$ cat config.mk
export PLATFORM = sky130hd
export DESIGN_NAME = vga_timing_gen
export DESIGN_NICKNAME = d
export VERILOG_FILES = /design/src/rtl/vga_timing_pkg.sv /design/src/rtl/vga_axis_counter.sv /design/src/rtl/vga_timing_gen.sv
export SDC_FILE = /design/constraint.sdc
export NUM_CORES = 1
export LEC_CHECK = 0
export BUFFER_PORTS_ARGS = -buffer_cell sky130_fd_sc_hd__buf_2
export CELL_PAD_IN_SITES_DETAIL_PLACEMENT = 0
export CELL_PAD_IN_SITES_GLOBAL_PLACEMENT = 1
export CORE_ASPECT_RATIO = 1.5
export CORE_UTILIZATION = 40
export CTS_CLUSTER_DIAMETER = 100
export DETAILED_ROUTE_END_ITERATION = 10
export PLACE_DENSITY_LB_ADDON = 0.1
export SLEW_MARGIN = 20
export SYNTH_ARGS = -nofsm -noshare
export SYNTH_HDL_FRONTEND = slang
export SYNTH_SLANG_ARGS = --single-unit
$ cat constraint.sdc
create_clock -name pixel_clock -period 3.26 [get_ports pixel_clock]
set_input_delay 0.326 -clock pixel_clock [delete_from_list [all_inputs] [get_ports pixel_clock]]
set_output_delay 0.326 -clock pixel_clock [all_outputs]
set_load 0.03 [all_outputs]
$ cat src/rtl/vga_timing_pkg.sv
// -----------------------------------------------------------------------------
// vga_timing_pkg
// Shared definitions for the VGA raster timing generator:
//   - default segment lengths for 640x480@60 (25.175 MHz pixel clock)
//   - sync polarity enum
//   - helpers that turn segment lengths into axis totals and decode a
//     position on an axis into its sync / active membership
// -----------------------------------------------------------------------------
package vga_timing_pkg;

   typedef enum logic {
      SYNC_NEG = 1'b0,
      SYNC_POS = 1'b1
   } sync_pol_e;

   localparam int DEF_H_SYNC   = 32'sd96;
   localparam int DEF_H_BACK   = 32'sd48;
   localparam int DEF_H_ACTIVE = 32'sd640;
   localparam int DEF_H_FRONT  = 32'sd16;
   localparam int DEF_V_SYNC   = 32'sd2;
   localparam int DEF_V_BACK   = 32'sd33;
   localparam int DEF_V_ACTIVE = 32'sd480;
   localparam int DEF_V_FRONT  = 32'sd10;

   // Length of a whole axis (sync + back porch + active + front porch).
   function automatic int axis_total(input int sync_len, input int back_len,
                                     input int active_len, input int front_len);
      return sync_len + back_len + active_len + front_len;
   endfunction

   // Sync is always the first segment of an axis.
   function automatic logic seg_in_sync(input int pos, input int sync_len);
      return (pos < sync_len);
   endfunction

   function automatic logic seg_in_active(input int pos, input int start, input int len);
      return (pos >= start) && (pos < (start + len));
   endfunction

endpackage

$ cat src/rtl/vga_axis_counter.sv
// -----------------------------------------------------------------------------
// vga_axis_counter
// One raster axis: a position counter 0..TOTAL-1 that advances on step and
// wraps, plus a decode of the position it will hold after this edge.
// The decode outputs are combinational on purpose: the top registers them, so
// its registered outputs always match the counter value they were taken from.
//
// Ports:
//   pixel_clock  in   pixel clock, rising edge
//   reset        in   asynchronous active-low reset
//   step         in   advance the counter on this edge
//   wrap         out  counter currently at TOTAL-1 (next step returns to 0)
//   in_sync      out  next position lies in the sync segment
//   in_active    out  next position lies in the active segment
//   coord        out  next position's active coordinate, all-ones outside
// With VGA_TIMING_PREFETCH_EN defined, also:
//   ahead_step   in   the axis advances on the step after this one
//   next_wrap    out  next position is TOTAL-1
//   ahead_active out  active flag of the position one step past next
//   ahead_coord  out  coordinate of the position one step past next
// -----------------------------------------------------------------------------
module vga_axis_counter
   import vga_timing_pkg::*;
#(
   parameter int SYNC_LEN   = DEF_H_SYNC,
   parameter int BACK_LEN   = DEF_H_BACK,
   parameter int ACTIVE_LEN = DEF_H_ACTIVE,
   parameter int FRONT_LEN  = DEF_H_FRONT,
   parameter int COORD_W    = 32'sd10
) (
   input  logic               pixel_clock,
   input  logic               reset,
   input  logic               step,
`ifdef VGA_TIMING_PREFETCH_EN
   input  logic               ahead_step,
   output logic               next_wrap,
   output logic               ahead_active,
   output logic [COORD_W-1:0] ahead_coord,
`endif
   output logic               wrap,
   output logic               in_sync,
   output logic               in_active,
   output logic [COORD_W-1:0] coord
);

   localparam int TOTAL     = axis_total(SYNC_LEN, BACK_LEN, ACTIVE_LEN, FRONT_LEN);
   localparam int CNT_W     = (TOTAL > 32'sd1) ? $clog2(TOTAL) : 32'sd1;
   localparam int LAST      = TOTAL - 32'sd1;
   localparam int ACT_START = SYNC_LEN + BACK_LEN;
   localparam logic [CNT_W-1:0] CNT_ONE = CNT_W'(32'd1);

   logic [CNT_W-1:0] cnt_q;
   logic [CNT_W-1:0] cnt_d;

   // Coordinate is computed in 32-bit arithmetic so nothing is lost before
   // narrowing; the active length is known to fit COORD_W.
   function automatic logic [COORD_W-1:0] pos_coord(input int pos);
      int rel;
      rel = pos - ACT_START;
      if (seg_in_active(pos, ACT_START, ACTIVE_LEN)) begin
         return rel[COORD_W-1:0];
      end else begin
         return '1;
      end
   endfunction

   assign wrap = (int'(cnt_q) == LAST);

   // Next counter value: hold, increment, or wrap to zero.
   always_comb begin
      cnt_d = cnt_q;
      if (step) begin
         if (wrap) begin
            cnt_d = '0;
         end else begin
            cnt_d = cnt_q + CNT_ONE;
         end
      end else begin
         cnt_d = cnt_q;
      end
   end

   // Position register.
   always_ff @(posedge pixel_clock or negedge reset) begin
      if (!reset) begin
         cnt_q <= '0;
      end else begin
         cnt_q <= cnt_d;
      end
   end

   // Decode of the next position, registered by the top.
   always_comb begin
      in_sync   = seg_in_sync(int'(cnt_d), SYNC_LEN);
      in_active = seg_in_active(int'(cnt_d), ACT_START, ACTIVE_LEN);
      coord     = pos_coord(int'(cnt_d));
   end

`ifdef VGA_TIMING_PREFETCH_EN
   int ahead_pos_s;

   assign next_wrap = (int'(cnt_d) == LAST);

   // Position one step beyond the next one, wrap included.
   always_comb begin
      ahead_pos_s = int'(cnt_d);
      if (!ahead_step) begin
         ahead_pos_s = int'(cnt_d);
      end else if (next_wrap) begin
         ahead_pos_s = 32'sd0;
      end else begin
         ahead_pos_s = int'(cnt_d) + 32'sd1;
      end
      ahead_active = seg_in_active(ahead_pos_s, ACT_START, ACTIVE_LEN);
      ahead_coord  = pos_coord(ahead_pos_s);
   end
`endif

endmodule

$ cat src/rtl/vga_timing_gen.sv
// -----------------------------------------------------------------------------
// vga_timing_gen
// VGA raster timing generator. Horizontal and vertical position counters
// (one vga_axis_counter each) are decoded into sync, active-video, pixel
// coordinates and line/frame markers. All outputs are registered from the
// decode of the next counter state, so they are glitch-free and line up with
// the counters with no extra latency. With ce low everything holds.
//
// Ports:
//   pixel_clock  in   pixel clock, rising edge
//   reset        in   asynchronous active-low reset
//   ce           in   pixel-step enable
//   hsync        out  horizontal sync, asserted level HSYNC_POL
//   vsync        out  vertical sync, asserted level VSYNC_POL
//   active       out  both axes in their active segment
//   x            out  active column, all-ones outside horizontal active
//   y            out  active row, all-ones outside vertical active
//   line_start   out  first pixel of an active line
//   frame_start  out  first pixel of the frame
// Optional feature, enabled by defining VGA_TIMING_PREFETCH_EN:
//   fetch_x, fetch_y, fetch_valid  x / y / active for the position one
//   enabled step ahead, for frame buffers with one cycle of read latency.
// -----------------------------------------------------------------------------
module vga_timing_gen
   import vga_timing_pkg::*;
#(
   parameter int H_SYNC    = DEF_H_SYNC,
   parameter int H_BACK    = DEF_H_BACK,
   parameter int H_ACTIVE  = DEF_H_ACTIVE,
   parameter int H_FRONT   = DEF_H_FRONT,
   parameter int V_SYNC    = DEF_V_SYNC,
   parameter int V_BACK    = DEF_V_BACK,
   parameter int V_ACTIVE  = DEF_V_ACTIVE,
   parameter int V_FRONT   = DEF_V_FRONT,
   parameter bit HSYNC_POL = SYNC_NEG,
   parameter bit VSYNC_POL = SYNC_NEG,
   parameter int X_WIDTH   = 32'sd10,
   parameter int Y_WIDTH   = 32'sd10
) (
   input  logic               pixel_clock,
   input  logic               reset,
   input  logic               ce,
   output logic               hsync,
   output logic               vsync,
   output logic               active,
   output logic [X_WIDTH-1:0] x,
   output logic [Y_WIDTH-1:0] y,
`ifdef VGA_TIMING_PREFETCH_EN
   output logic [X_WIDTH-1:0] fetch_x,
   output logic [Y_WIDTH-1:0] fetch_y,
   output logic               fetch_valid,
`endif
   output logic               line_start,
   output logic               frame_start
);

   localparam int H_TOTAL     = axis_total(H_SYNC, H_BACK, H_ACTIVE, H_FRONT);
   localparam int V_TOTAL     = axis_total(V_SYNC, V_BACK, V_ACTIVE, V_FRONT);
   localparam int H_ACT_START = H_SYNC + H_BACK;
   localparam int V_ACT_START = V_SYNC + V_BACK;

   if (((32'sd1 <<< X_WIDTH) - 32'sd1) < H_ACTIVE) begin : g_x_width_chk
      $error("vga_timing_gen: X_WIDTH too small for H_ACTIVE");
   end
   if (((32'sd1 <<< Y_WIDTH) - 32'sd1) < V_ACTIVE) begin : g_y_width_chk
      $error("vga_timing_gen: Y_WIDTH too small for V_ACTIVE");
   end

   // Reset values are the decode of position (0, 0). At that position x and y
   // are either both zero or the pixel is inactive, so the markers equal active.
   localparam logic HSYNC_RST = seg_in_sync(32'sd0, H_SYNC) ? HSYNC_POL : ~HSYNC_POL;
   localparam logic VSYNC_RST = seg_in_sync(32'sd0, V_SYNC) ? VSYNC_POL : ~VSYNC_POL;
   localparam logic H_ACT_RST = seg_in_active(32'sd0, H_ACT_START, H_ACTIVE);
   localparam logic V_ACT_RST = seg_in_active(32'sd0, V_ACT_START, V_ACTIVE);
   localparam logic ACT_RST   = H_ACT_RST & V_ACT_RST;
   localparam logic [X_WIDTH-1:0] X_RST = H_ACT_RST ? '0 : '1;
   localparam logic [Y_WIDTH-1:0] Y_RST = V_ACT_RST ? '0 : '1;

   logic               h_wrap_s;
   logic               h_in_sync_s;
   logic               h_in_active_s;
   logic [X_WIDTH-1:0] h_coord_s;
   logic               v_wrap_unused_s;
   logic               v_in_sync_s;
   logic               v_in_active_s;
   logic [Y_WIDTH-1:0] v_coord_s;
   logic               v_step_s;

   logic               hsync_q, hsync_d;
   logic               vsync_q, vsync_d;
   logic               active_q, active_d;
   logic [X_WIDTH-1:0] x_q, x_d;
   logic [Y_WIDTH-1:0] y_q, y_d;
   logic               line_start_q, line_start_d;
   logic               frame_start_q, frame_start_d;

   // The vertical axis advances only on the enabled edge that ends a line.
   assign v_step_s = ce & h_wrap_s;

`ifdef VGA_TIMING_PREFETCH_EN
   // Prefetch reset values are the decode of the position after (0, 0).
   localparam int FH_POS = (H_TOTAL > 32'sd1) ? 32'sd1 : 32'sd0;
   localparam int FV_POS = (H_TOTAL > 32'sd1) ? 32'sd0 : ((V_TOTAL > 32'sd1) ? 32'sd1 : 32'sd0);
   localparam logic FH_ACT_RST = seg_in_active(FH_POS, H_ACT_START, H_ACTIVE);
   localparam logic FV_ACT_RST = seg_in_active(FV_POS, V_ACT_START, V_ACTIVE);
   localparam logic [X_WIDTH-1:0] FX_RST = FH_ACT_RST ? X_WIDTH'(FH_POS - H_ACT_START) : '1;
   localparam logic [Y_WIDTH-1:0] FY_RST = FV_ACT_RST ? Y_WIDTH'(FV_POS - V_ACT_START) : '1;

   logic               h_next_wrap_s;
   logic               v_next_wrap_unused_s;
   logic               h_ahead_active_s;
   logic [X_WIDTH-1:0] h_ahead_coord_s;
   logic               v_ahead_active_s;
   logic [Y_WIDTH-1:0] v_ahead_coord_s;
   logic [X_WIDTH-1:0] fetch_x_q;
   logic [Y_WIDTH-1:0] fetch_y_q;
   logic               fetch_valid_q;
`endif

   vga_axis_counter #(
      .SYNC_LEN   (H_SYNC),
      .BACK_LEN   (H_BACK),
      .ACTIVE_LEN (H_ACTIVE),
      .FRONT_LEN  (H_FRONT),
      .COORD_W    (X_WIDTH)
   ) u_h_axis (
      .pixel_clock  (pixel_clock),
      .reset        (reset),
      .step         (ce),
`ifdef VGA_TIMING_PREFETCH_EN
      .ahead_step   (1'b1),
      .next_wrap    (h_next_wrap_s),
      .ahead_active (h_ahead_active_s),
      .ahead_coord  (h_ahead_coord_s),
`endif
      .wrap         (h_wrap_s),
      .in_sync      (h_in_sync_s),
      .in_active    (h_in_active_s),
      .coord        (h_coord_s)
   );

   vga_axis_counter #(
      .SYNC_LEN   (V_SYNC),
      .BACK_LEN   (V_BACK),
      .ACTIVE_LEN (V_ACTIVE),
      .FRONT_LEN  (V_FRONT),
      .COORD_W    (Y_WIDTH)
   ) u_v_axis (
      .pixel_clock  (pixel_clock),
      .reset        (reset),
      .step         (v_step_s),
`ifdef VGA_TIMING_PREFETCH_EN
      .ahead_step   (h_next_wrap_s),
      .next_wrap    (v_next_wrap_unused_s),
      .ahead_active (v_ahead_active_s),
      .ahead_coord  (v_ahead_coord_s),
`endif
      .wrap         (v_wrap_unused_s),
      .in_sync      (v_in_sync_s),
      .in_active    (v_in_active_s),
      .coord        (v_coord_s)
   );

   // Output decode of the next raster position.
   always_comb begin
      hsync_d       = h_in_sync_s ? HSYNC_POL : ~HSYNC_POL;
      vsync_d       = v_in_sync_s ? VSYNC_POL : ~VSYNC_POL;
      active_d      = h_in_active_s & v_in_active_s;
      x_d           = h_coord_s;
      y_d           = v_coord_s;
      line_start_d  = active_d & (h_coord_s == '0);
      frame_start_d = line_start_d & (v_coord_s == '0);
   end

   // Output registers.
   always_ff @(posedge pixel_clock or negedge reset) begin
      if (!reset) begin
         hsync_q       <= HSYNC_RST;
         vsync_q       <= VSYNC_RST;
         active_q      <= ACT_RST;
         x_q           <= X_RST;
         y_q           <= Y_RST;
         line_start_q  <= ACT_RST;
         frame_start_q <= ACT_RST;
      end else begin
         hsync_q       <= hsync_d;
         vsync_q       <= vsync_d;
         active_q      <= active_d;
         x_q           <= x_d;
         y_q           <= y_d;
         line_start_q  <= line_start_d;
         frame_start_q <= frame_start_d;
      end
   end

`ifdef VGA_TIMING_PREFETCH_EN
   // Prefetch registers: decode of the position one enabled step ahead.
   always_ff @(posedge pixel_clock or negedge reset) begin
      if (!reset) begin
         fetch_x_q     <= FX_RST;
         fetch_y_q     <= FY_RST;
         fetch_valid_q <= FH_ACT_RST & FV_ACT_RST;
      end else begin
         fetch_x_q     <= h_ahead_coord_s;
         fetch_y_q     <= v_ahead_coord_s;
         fetch_valid_q <= h_ahead_active_s & v_ahead_active_s;
      end
   end

   assign fetch_x     = fetch_x_q;
   assign fetch_y     = fetch_y_q;
   assign fetch_valid = fetch_valid_q;
`endif

   assign hsync       = hsync_q;
   assign vsync       = vsync_q;
   assign active      = active_q;
   assign x           = x_q;
   assign y           = y_q;
   assign line_start  = line_start_q;
   assign frame_start = frame_start_q;

endmodule

==> results of run 1 <==
## placed cells by master, fill, tap and decap left out, types with 5 or more instances in the layout
cell | Yosys | final
nand2_1 | 30 | 30
buf_2 | 7 | 26
dfrtp_1 | 25 | 25
dfstp_2 | 20 | 20
inv_1 | 15 | 15
buf_4 | 0 | 15
nand3_1 | 13 | 13
nor2_1 | 13 | 13
o21ai_0 | 12 | 12
xnor2_1 | 9 | 9
a21oi_1 | 9 | 9
nand4_1 | 7 | 7
ha_1 | 6 | 6
and4_1 | 5 | 5
xor2_1 | 5 | 5
nand2b_1 | 5 | 5
clkbuf_8 | 0 | 5
## routing by layer
metal	global-route usage, %	share of wire (%)
met1	23.77	41
met4	8.511	2.4
met3	2.894	1.6
met5	0	0
met2	37.92	55
## stage by stage
step | hold WS, ns | cells | utilization (%)
2_1_floorplan | 0.03041 | 253 | -
3_3_place_gp | 0.5468 | 355 | 45.45
3_5_place_dp | 0.5436 | 355 | 45.45
4_1_cts | 0.2257 | 363 | 47.28
5_1_grt | 0.05341 | 363 | 47.32
6_report | 0.01381 | 363 | 47.32
## state kept, by name (all words and copies together), names as in the netlist
| register | cells |
|---|---|
| active | 1 |
| frame_start | 1 |
| hsync | 1 |
| line_start | 1 |
| u_h_axis.cnt_q | 10 |
| u_v_axis.cnt_q | 10 |
| vsync | 1 |
| x | 10 |
| y | 10 |
## critical path: stages (launching register included)
cell	delay (ns)
dfrtp_1	0.45
or4_4	0.60
nor4_4	0.24
nand2b_1	0.16
o21ai_0	0.12
ha_1	0.28
a211o_1	0.35
or3_1	0.34
o22ai_2	0.21
buf_4	0.19
and2_1	0.12
## area by class of cell
type,instances,share of cell area (%)
timing repair buffer,41,8.427
clock inverter,2,1.347
inverter,15,1.955
multi-input combinational,180,42.57
sequential,45,39.97
tap,74,3.215
clock buffer,6,2.520
## worst paths after layout
path / startpoint / endpoint / slack, ns
setup / recovery: u_v_axis.cnt_q[6] / active / 0.15
hold / removal: reset / u_v_axis.cnt_q[7] / 0.01
setup reg to reg: u_v_axis.cnt_q[6] / active / 0.15
hold reg to reg: u_v_axis.cnt_q[5] / u_v_axis.cnt_q[5] / 0.56
max in group asynchronous: reset / u_h_axis.cnt_q[4] / 2.85
min in group pixel_clock: ce / u_h_axis.cnt_q[0] / 0.38
## power by group
| group | switching, mW | leakage, nW | internal (mW) |
|---|---|---|---|
| logic | 0.193 | 0.709 | 0.144 |
| registers | 0.0475 | 0.533 | 0.595 |
| clock network | 0.210 | 0.0554 | 0.231 |
| total | 0.451 | 1.30 | 0.970 |
## cells by family (layout without fill, tap and decap cells)
logic type,after synthesis,in the layout,synth area share [%]
adder cells (fa/ha/maj),7,7,3.395
flip-flops,45,45,45.93
AO/OA/AOI/OAI,50,50,13.63
XOR/XNOR,15,15,5.791
buffers and inverters,28,64,5.142
multiplexers,3,3,1.398
AND/OR/NAND/NOR,105,105,24.71
==> reports/qor.txt, run 1 <==
DRT Pass-1 Iters: 4
Synth top area share: 24.96%
pre-CTS setup slack: 0.1706 ns
EDFF count, synth: 0
initial antenna violation count: 0
Area after DPL: 2766 um^2
1st-iter DRT viols: 68
Primary FF master, synth: dfrtp_1
leak pwr: 1.297 nW
hpwl dp: 4520 um
Total Power: 1.421 mW
ratio of final minimum period to clock period: 95.33%
Port Buffers: 27
total track usage: 20.94%
max cap viols: 0
Crit. End Element: register
WL/cell: 16.83 um
max-slew violations: 0
Area Growth Syn to Fin: 14.93%
Max VDD drop: 264.4 uV
TritonCTS Sinks: 45
Cell Pwr Density: 493.3 nW/um^2
endpoints failing hold: 0
Mean Syn Cell Area: 9.906 um^2
R2R depth: 10
Vias per Instance: 5.482
Max Fclk: 0.3218 GHz
FILL cells: 609
vias: 1990
Layout Nets: 297
Crit path arrival time: 3.35 ns
Core Box Area: 6087 um^2
HP Class: primary input to asynchronous set/reset pin
drt drc: 0
vias in the first global route: 1991
Reg clk slew, reported paths: 0.09 ns
# rows: 35
largest net degree at the start of global routing: 46
Mapped Area: 2506 um^2
Initial Util: 41.17%
Num CTS Buffers: 5
Total Routed Length: 6109 um
GPL Wtd Cong: 0.8058
grt total ovfl: 0
clk_lat worst skew: 0.31 ns
CTS-repair resized insts: 0
unrepaired setup endpoints after global routing: false
top cells by area, synth: dfrtp_1, dfstp_2, nand2_1, xnor2_1, ha_1
top cells by count, synth: nand2_1, dfrtp_1, dfstp_2, inv_1
WP data required: 3.50 ns
Setup Buffers After CTS: 0
die area: 6593 um^2
final setup vio count: 0
Sequential cell area: 1151 um^2
Tmin final: 3.108 ns
hold buffer count at CTS: 0
area of the multi-input gates: 1226 um^2
synth warn: 0
final setup TNS: 0 ns
ANT nets after route: 0
sequential share of the synthesized area: 45.93%
Synth cell types: 61
Die Span Y: 98.95 um
# diodes: 0
Setup WS post-layout: 0.1521 ns
worst-margin pin slew: 0.5819 ns
Max-slew headroom: 61.21%
crit path max fanout: 9
Die W: 66.63 um
syn_nets: 262
share of cells above drive strength 1: 27.34%
first-pass GRT wire length: 10180 um
Final Cell Area: 2880 um^2
Cells after Synth: 253
number of H-tree levels: 2
outcome: finished, final reports clean
kind of critical path: register to register
Yosys reg bits: 45
share of synthesized registers carrying an async set or reset: 100.0%
Clock Skew: 0.01053 ns
crit start category: register
Ports: 28
CTS max path bufs: 2
most common cell in the synthesized netlist: nand2_1
CTS tree: done
post-synth top area cell: dfrtp_1
Root Driver: clkbuf_8
Power figures use the tool's default switching activity.
==> run 2, diff against run 1 <==
--- a/config.mk
+++ b/config.mk
@@ -6,13 +6,10 @@
 export NUM_CORES = 1
 export LEC_CHECK = 0
 export BUFFER_PORTS_ARGS = -buffer_cell sky130_fd_sc_hd__buf_2
-export CELL_PAD_IN_SITES_DETAIL_PLACEMENT = 0
-export CELL_PAD_IN_SITES_GLOBAL_PLACEMENT = 1
 export CORE_ASPECT_RATIO = 1.5
 export CORE_UTILIZATION = 40
 export CTS_CLUSTER_DIAMETER = 100
 export DETAILED_ROUTE_END_ITERATION = 10
-export PLACE_DENSITY_LB_ADDON = 0.1
 export SLEW_MARGIN = 20
 export SYNTH_ARGS = -nofsm -noshare
 export SYNTH_HDL_FRONTEND = slang
==> run 2 against run 1 <==
The run now ends with design-rule violations left. Clock skew increased by 0.0012 ns. Clock-buffer cell count decreased by 1. Hold slack improved by 0.14 ns. Sequential cell count unchanged. First-iteration DRC count increased by 8.8%. Sequential power increased by 0.6%. Wire length decreased by 7.5%. Sequential share of layout area decreased by 0.069 points. Largest cell class unchanged.
==> reports/qor.txt, run 2 (synthesized netlist as in run 1, its figures left out) <==
outcome: complete, but fails checks
violated checks: design-rule violations
ANT nets after route: 0 (unchanged)
Port Buffers: 27 (unchanged)
Core Box Area: 6087 um^2 (unchanged)
crit start category: register
clk_lat worst skew: 0.31 ns (about the same)
flop-to-flop setup slack: 0.21 ns (+0.05 ns)
Num CTS Buffers: 5 (unchanged)
drt drc: 2 (+2)
WL/cell: 15.52 um (-7.8%)
WP data required: 3.51 ns (about the same)
Crit path arrival time: 3.31 ns (-0.04 ns)
ratio of final minimum period to clock period: 93.65% (-1.7 points)
CTS max path bufs: 2 (unchanged)
endpoints failing hold: 0 (unchanged)
Final Cell Area: 2885 um^2 (+0.17%)
# rows: 35 (unchanged)
max cap viols: 0 (unchanged)
Total Routed Length: 5650 um (-7.5%)
Area after DPL: 2774 um^2 (+0.27%)
leak pwr: 1.288 nW (-0.71%)
vias: 1991 (+0.050%)
Die Span Y: 98.95 um (unchanged)
GPL Wtd Cong: 0.8966 (+11%)
hold buffer count at CTS: 0 (unchanged)
most common cell after layout, fill and taps aside: nand2_1
die area: 6593 um^2 (unchanged)
max-slew violations: 0 (unchanged)
kind of critical path: register to register
final setup vio count: 0 (unchanged)
total track usage: 19.15% (-1.8 points)
TritonCTS Sinks: 45 (unchanged)
share of cells above drive strength 1: 28.97% (+1.6 points)
R2R depth: 10 (unchanged)
largest net degree at the start of global routing: 46 (unchanged)
1st-iter DRT viols: 74 (+8.8%)
worst reg2reg path endpoint: active
Ports: 28 (unchanged)
grt total ovfl: 0 (unchanged)
Tmin final: 3.053 ns (-0.05476 ns)
number of H-tree levels: 2 (unchanged)
reg2reg start: u_v_axis.cnt_q[6]
vias in the first global route: 2014 (+1.2%)
Area Growth Syn to Fin: 15.13%
FILL cells: 605 (-0.66%)
most frequent cells in the layout: nand2_1, buf_2, dfrtp_1
Sequential cell area: 1151 um^2 (unchanged)
Initial Util: 41.17% (unchanged)
HP Class: primary input to asynchronous set/reset pin
CTS tree: done
hpwl dp: 4365 um (-3.4%)
pre-CTS setup slack: 0.1115 ns (-0.05909 ns)
max incr delay on CP: 0.60 ns (about the same)
Die W: 66.63 um (unchanged)
Max VDD drop: 238.4 uV (-9.8%)
Root Driver: clkbuf_8
crit path max fanout: 7 (-2)
Layout Nets: 298 (+0.34%)
unrepaired setup endpoints after global routing: false
Max-slew headroom: 37.99% (-23 points)
worst-margin pin slew: 0.9302 ns (+0.3483 ns)
Setup WS post-layout: 0.2069 ns (+0.05476 ns)
final setup TNS: 0 ns (unchanged)
first-pass GRT wire length: 9508 um (-6.6%)
Vias per Instance: 5.470 (-0.22%)
Reg clk slew, reported paths: 0.10 ns (about the same)
crit path cell chain: or4_4, nor4_4, nand2b_1, o21ai_0, ha_1, a211o_1, or3_1, o22ai_4, buf_4, and2_1
Crit. End Element: register
DRT Pass-1 Iters: 7 (+3)
Slowest cell on crit path: or4_4
Clock Skew: 0.01177 ns (+0.001246 ns)
area of the multi-input gates: 1244 um^2 (+1.4%)
Total Power: 1.335 mW (-6.0%)
initial antenna violation count: 0 (unchanged)
Max Fclk: 0.3275 GHz (+1.8%)
# diodes: 0 (unchanged)
Cell Pwr Density: 462.7 nW/um^2 (-6.2%)
run 2: timing repair:
item / CTS / global route
resized for setup: 0 / 4
setup endpoints to repair: 0 / 4
buffers inserted: 0 / 0
run 2: report_power, final:
group          switching [mW]  internal, mW  leakage [nW]
clock network           0.204         0.155        0.0447
logic                   0.185         0.144         0.710
registers              0.0523         0.595         0.533
total                   0.441         0.894          1.29
run 2: worst max path at each step:
stage / endpoint / depth (start not counted) / start / slack (ns)
finish: active / 10 / u_v_axis.cnt_q[6] / 0.21
floorplan: active / 11 / u_v_axis.cnt_q[7] / 0.20
CTS: frame_start / 10 / u_h_axis.cnt_q[1] / 0.07
global route: active / 10 / u_v_axis.cnt_q[6] / 0.02
global placement: frame_start / 10 / u_h_axis.cnt_q[1] / 0.12
detailed placement: frame_start / 10 / u_h_axis.cnt_q[0] / 0.11
run 2: cell type report:
type                    instances  area share (%)
multi-input cells             180           43.10
flip-flops and latches         45           39.90
repair buffers                 42           8.586
well taps                      74           3.209
clock buffers                   5           2.385
inverters                      15           1.951
clock inverters                 3          0.8673
run 2: layer usage:
metal / track usage [%] / share of wire (%) / vias to the layer above
li1: - / - / 968
met1: 20.82 / 39 / 958
met2: 34.42 / 54 / 45
met3: 3.125 / 2.5 / 20
met4: 9.656 / 4.2 / 0
met5: 0 / 0 / -
run 2: worst max-delay path, delay by kind of cell (launching register included):
family	cells	cell delay, ns
simple gates	5	1.46
compound gates	3	0.62
flops	1	0.45
fa+ha+maj	1	0.28
buf+inv	1	0.18
run 2: stage by stage:
stage,utilization [%],cells,hold WS [ns]
floorplan,-,253,0.03041
global placement,45.57,356,0.5256
CTS,47.11,364,0.2087
detailed placement,45.57,356,0.5354
finish,47.40,364,0.1575
global route,47.40,364,0.2435
==> run 3, diff against run 2 <==
--- a/config.mk
+++ b/config.mk
@@ -7,7 +7,7 @@
 export LEC_CHECK = 0
 export BUFFER_PORTS_ARGS = -buffer_cell sky130_fd_sc_hd__buf_2
 export CORE_ASPECT_RATIO = 1.5
-export CORE_UTILIZATION = 40
+export CORE_UTILIZATION = 35
 export CTS_CLUSTER_DIAMETER = 100
 export DETAILED_ROUTE_END_ITERATION = 10
 export SLEW_MARGIN = 20
==> run 3 against run 2 <==
The run now ends clean. Utilization decreased by 5.9 points. Critical path depth unchanged. Combinational power decreased by 6%. Critical path type unchanged. Critical endpoint is now line_start. Largest power group unchanged. Highest routed layer unchanged.
==> reports/qor.txt, run 3 (synthesized netlist as in run 1, its figures left out) <==
outcome: finished, final reports clean
Slowest cell on crit path: or4_4
WP data required: 3.50 ns (about the same)
ANT nets after route: 0 (unchanged)
Max-slew headroom: 60.60% (+23 points)
vias: 2003 (+0.60%)
1st-iter DRT viols: 111 (+50%)
R2R depth: 10 (unchanged)
Clock Skew: 0.006902 ns (-0.004870 ns)
Layout Nets: 293 (-1.7%)
Cell Pwr Density: 462.7 nW/um^2 (about the same)
most common cell after layout, fill and taps aside: nand2_1
DRT Pass-1 Iters: 6 (-1)
hold buffer count at CTS: 0 (unchanged)
Total Power: 1.323 mW (-0.88%)
worst-margin pin slew: 0.5875 ns (-0.3427 ns)
total track usage: 16.49% (-2.7 points)
grt total ovfl: 0 (unchanged)
combinational share of power: 23.4% (-1.2 points)
TritonCTS Sinks: 45 (unchanged)
met1 GRT Util: 17.50% (-3.3 points)
HP Class: primary input to asynchronous set/reset pin
Reg clk slew, reported paths: 0.09 ns (about the same)
Port Buffers: 27 (unchanged)
leak pwr: 1.265 nW (-1.7%)
die area: 7510 um^2 (+14%)
Core Box Area: 6898 um^2 (+13%)
final setup TNS: 0 ns (unchanged)
met3 GRT Util: 2.964% (-0.16 points)
CTS tree: done
clock power share: 27.4% (+0.5 points)
worst reg2reg path endpoint: line_start
Int Power: 0.9011 mW (+0.79%)
unrepaired setup endpoints after global routing: false
Max Fclk: 0.3234 GHz (-1.3%)
kind of critical path: register to register
Total Routed Length: 5668 um (+0.32%)
vias in the first global route: 2046 (+1.6%)
Net Sw Frac: 31.91% (-1.1 points)
GRT Max-Usage Layer: met2
# diodes: 0 (unchanged)
crit path buf inv count: 1 (unchanged)
Crit. End Element: register
max incr delay on CP: 0.59 ns (about the same)
crit path max fanout: 7 (unchanged)
# rows: 37 (+5.7%)
Area Growth Syn to Fin: 14.13%
drt drc: 0 (-2)
Switch Pwr: 0.4223 mW (-4.3%)
max cap viols: 0 (unchanged)
met2 Use GR: 31.46% (-3.0 points)
Crit path arrival time: 3.34 ns (+0.03 ns)
Setup Buffers After CTS: 0 (unchanged)
most frequent cells in the layout: nand2_1, buf_2, dfrtp_1
WL/cell: 15.61 um (+0.59%)
max-slew violations: 0 (unchanged)
Vias per Instance: 5.518 (+0.88%)
initial antenna violation count: 0 (unchanged)
Tmin final: 3.092 ns (+0.03921 ns)
first-pass GRT wire length: 9563 um (+0.58%)
clk_lat worst skew: 0.30 ns (about the same)
ratio of final minimum period to clock period: 94.86% (+1.2 points)
flop-to-flop setup slack: 0.17 ns (-0.04 ns)
CP top delay family: simple AND/OR/NAND/NOR gates
GPL Wtd Cong: 0.8336 (-7.0%)
share of cells above drive strength 1: 28.42% (-0.54 points)
endpoints failing hold: 0 (unchanged)
Setup WS post-layout: 0.1677 ns (-0.03921 ns)
number of H-tree levels: 2 (unchanged)
final setup vio count: 0 (unchanged)
Die W: 71.09 um (+6.7%)
crit start category: register
Num CTS Buffers: 5 (unchanged)
Root Driver: clkbuf_8
hpwl dp: 4292 um (-1.7%)
Max VDD drop: 245.3 uV (+2.9%)
crit path cell chain: or4_4, nor4_4, nand2b_1, o21ai_0, ha_2, a211o_1, or3_1, o22ai_4, buf_4, and2b_1
pre-CTS setup slack: 0.1342 ns (+0.02266 ns)
CTS max path bufs: 2 (unchanged)
reg2reg start: u_v_axis.cnt_q[6]
Die Span Y: 105.6 um (+6.8%)
largest net degree at the start of global routing: 46 (unchanged)
Ports: 28 (unchanged)
Initial Util: 36.33% (-4.8 points)
register share of total power: 49.2% (+0.7 points)
run 3: layout make-up:
class | instances | area (um^2)
Clock buffer | 6 | 82.58
Fill cell | 674 | 4038
Clock inverter | 2 | 13.76
Inverter | 15 | 56.30
Timing Repair Buffer | 37 | 212.7
Multi-Input combinational cell | 180 | 1244
Sequential cell | 45 | 1154
Tap cell | 78 | 97.59
run 3: routing by layer:
metal / up-vias / wire [um]
li1: 962 / -
met5: - / 0
met3: 8 / 161
met1: 988 / 2182
met4: 0 / 107
met2: 45 / 3217
run 3: per-stage QoR:
stage / cell area, um^2 / util, % / instances / hold slack, ns
floorplan: 2506 / - / 253 / 0.03041
global placement: 2741 / 39.74 / 355 / 0.5289
detailed placement: 2741 / 39.74 / 355 / 0.5297
CTS: 2838 / 41.14 / 363 / 0.2214
global route: 2860 / 41.47 / 363 / 0.04923
finish: 2860 / 41.47 / 363 / 0.008942
run 3: worst max path at each step:
stage | startpoint | to | slack (ns) | depth (start not counted)
4_1_cts | u_v_axis.cnt_q[7] | line_start | 0.11 | 10
3_5_place_dp | u_v_axis.cnt_q[7] | line_start | 0.13 | 10
6_report | u_v_axis.cnt_q[6] | line_start | 0.17 | 10
2_1_floorplan | u_v_axis.cnt_q[7] | active | 0.20 | 11
3_3_place_gp | u_v_axis.cnt_q[7] | active | 0.20 | 10
5_1_grt | u_v_axis.cnt_q[6] | line_start | 0.02 | 10
run 3: power by group through the flow:
stage / clock, mW / combinational (mW) / sequential, mW
detailed placement: 0 / 0.313 / 0.659
floorplan: 0 / 0.268 / 0.628
global route: 0.402 / 0.358 / 0.660
global placement: 0 / 0.307 / 0.658
finish: 0.362 / 0.310 / 0.651
CTS: 0.378 / 0.314 / 0.650
run 3: timing repair:
action | in CTS | in global routing
setup endpoints to repair | 0 | 8
endpoints found under the hold margin | 0 | 0
gates resized for setup | 0 | 6
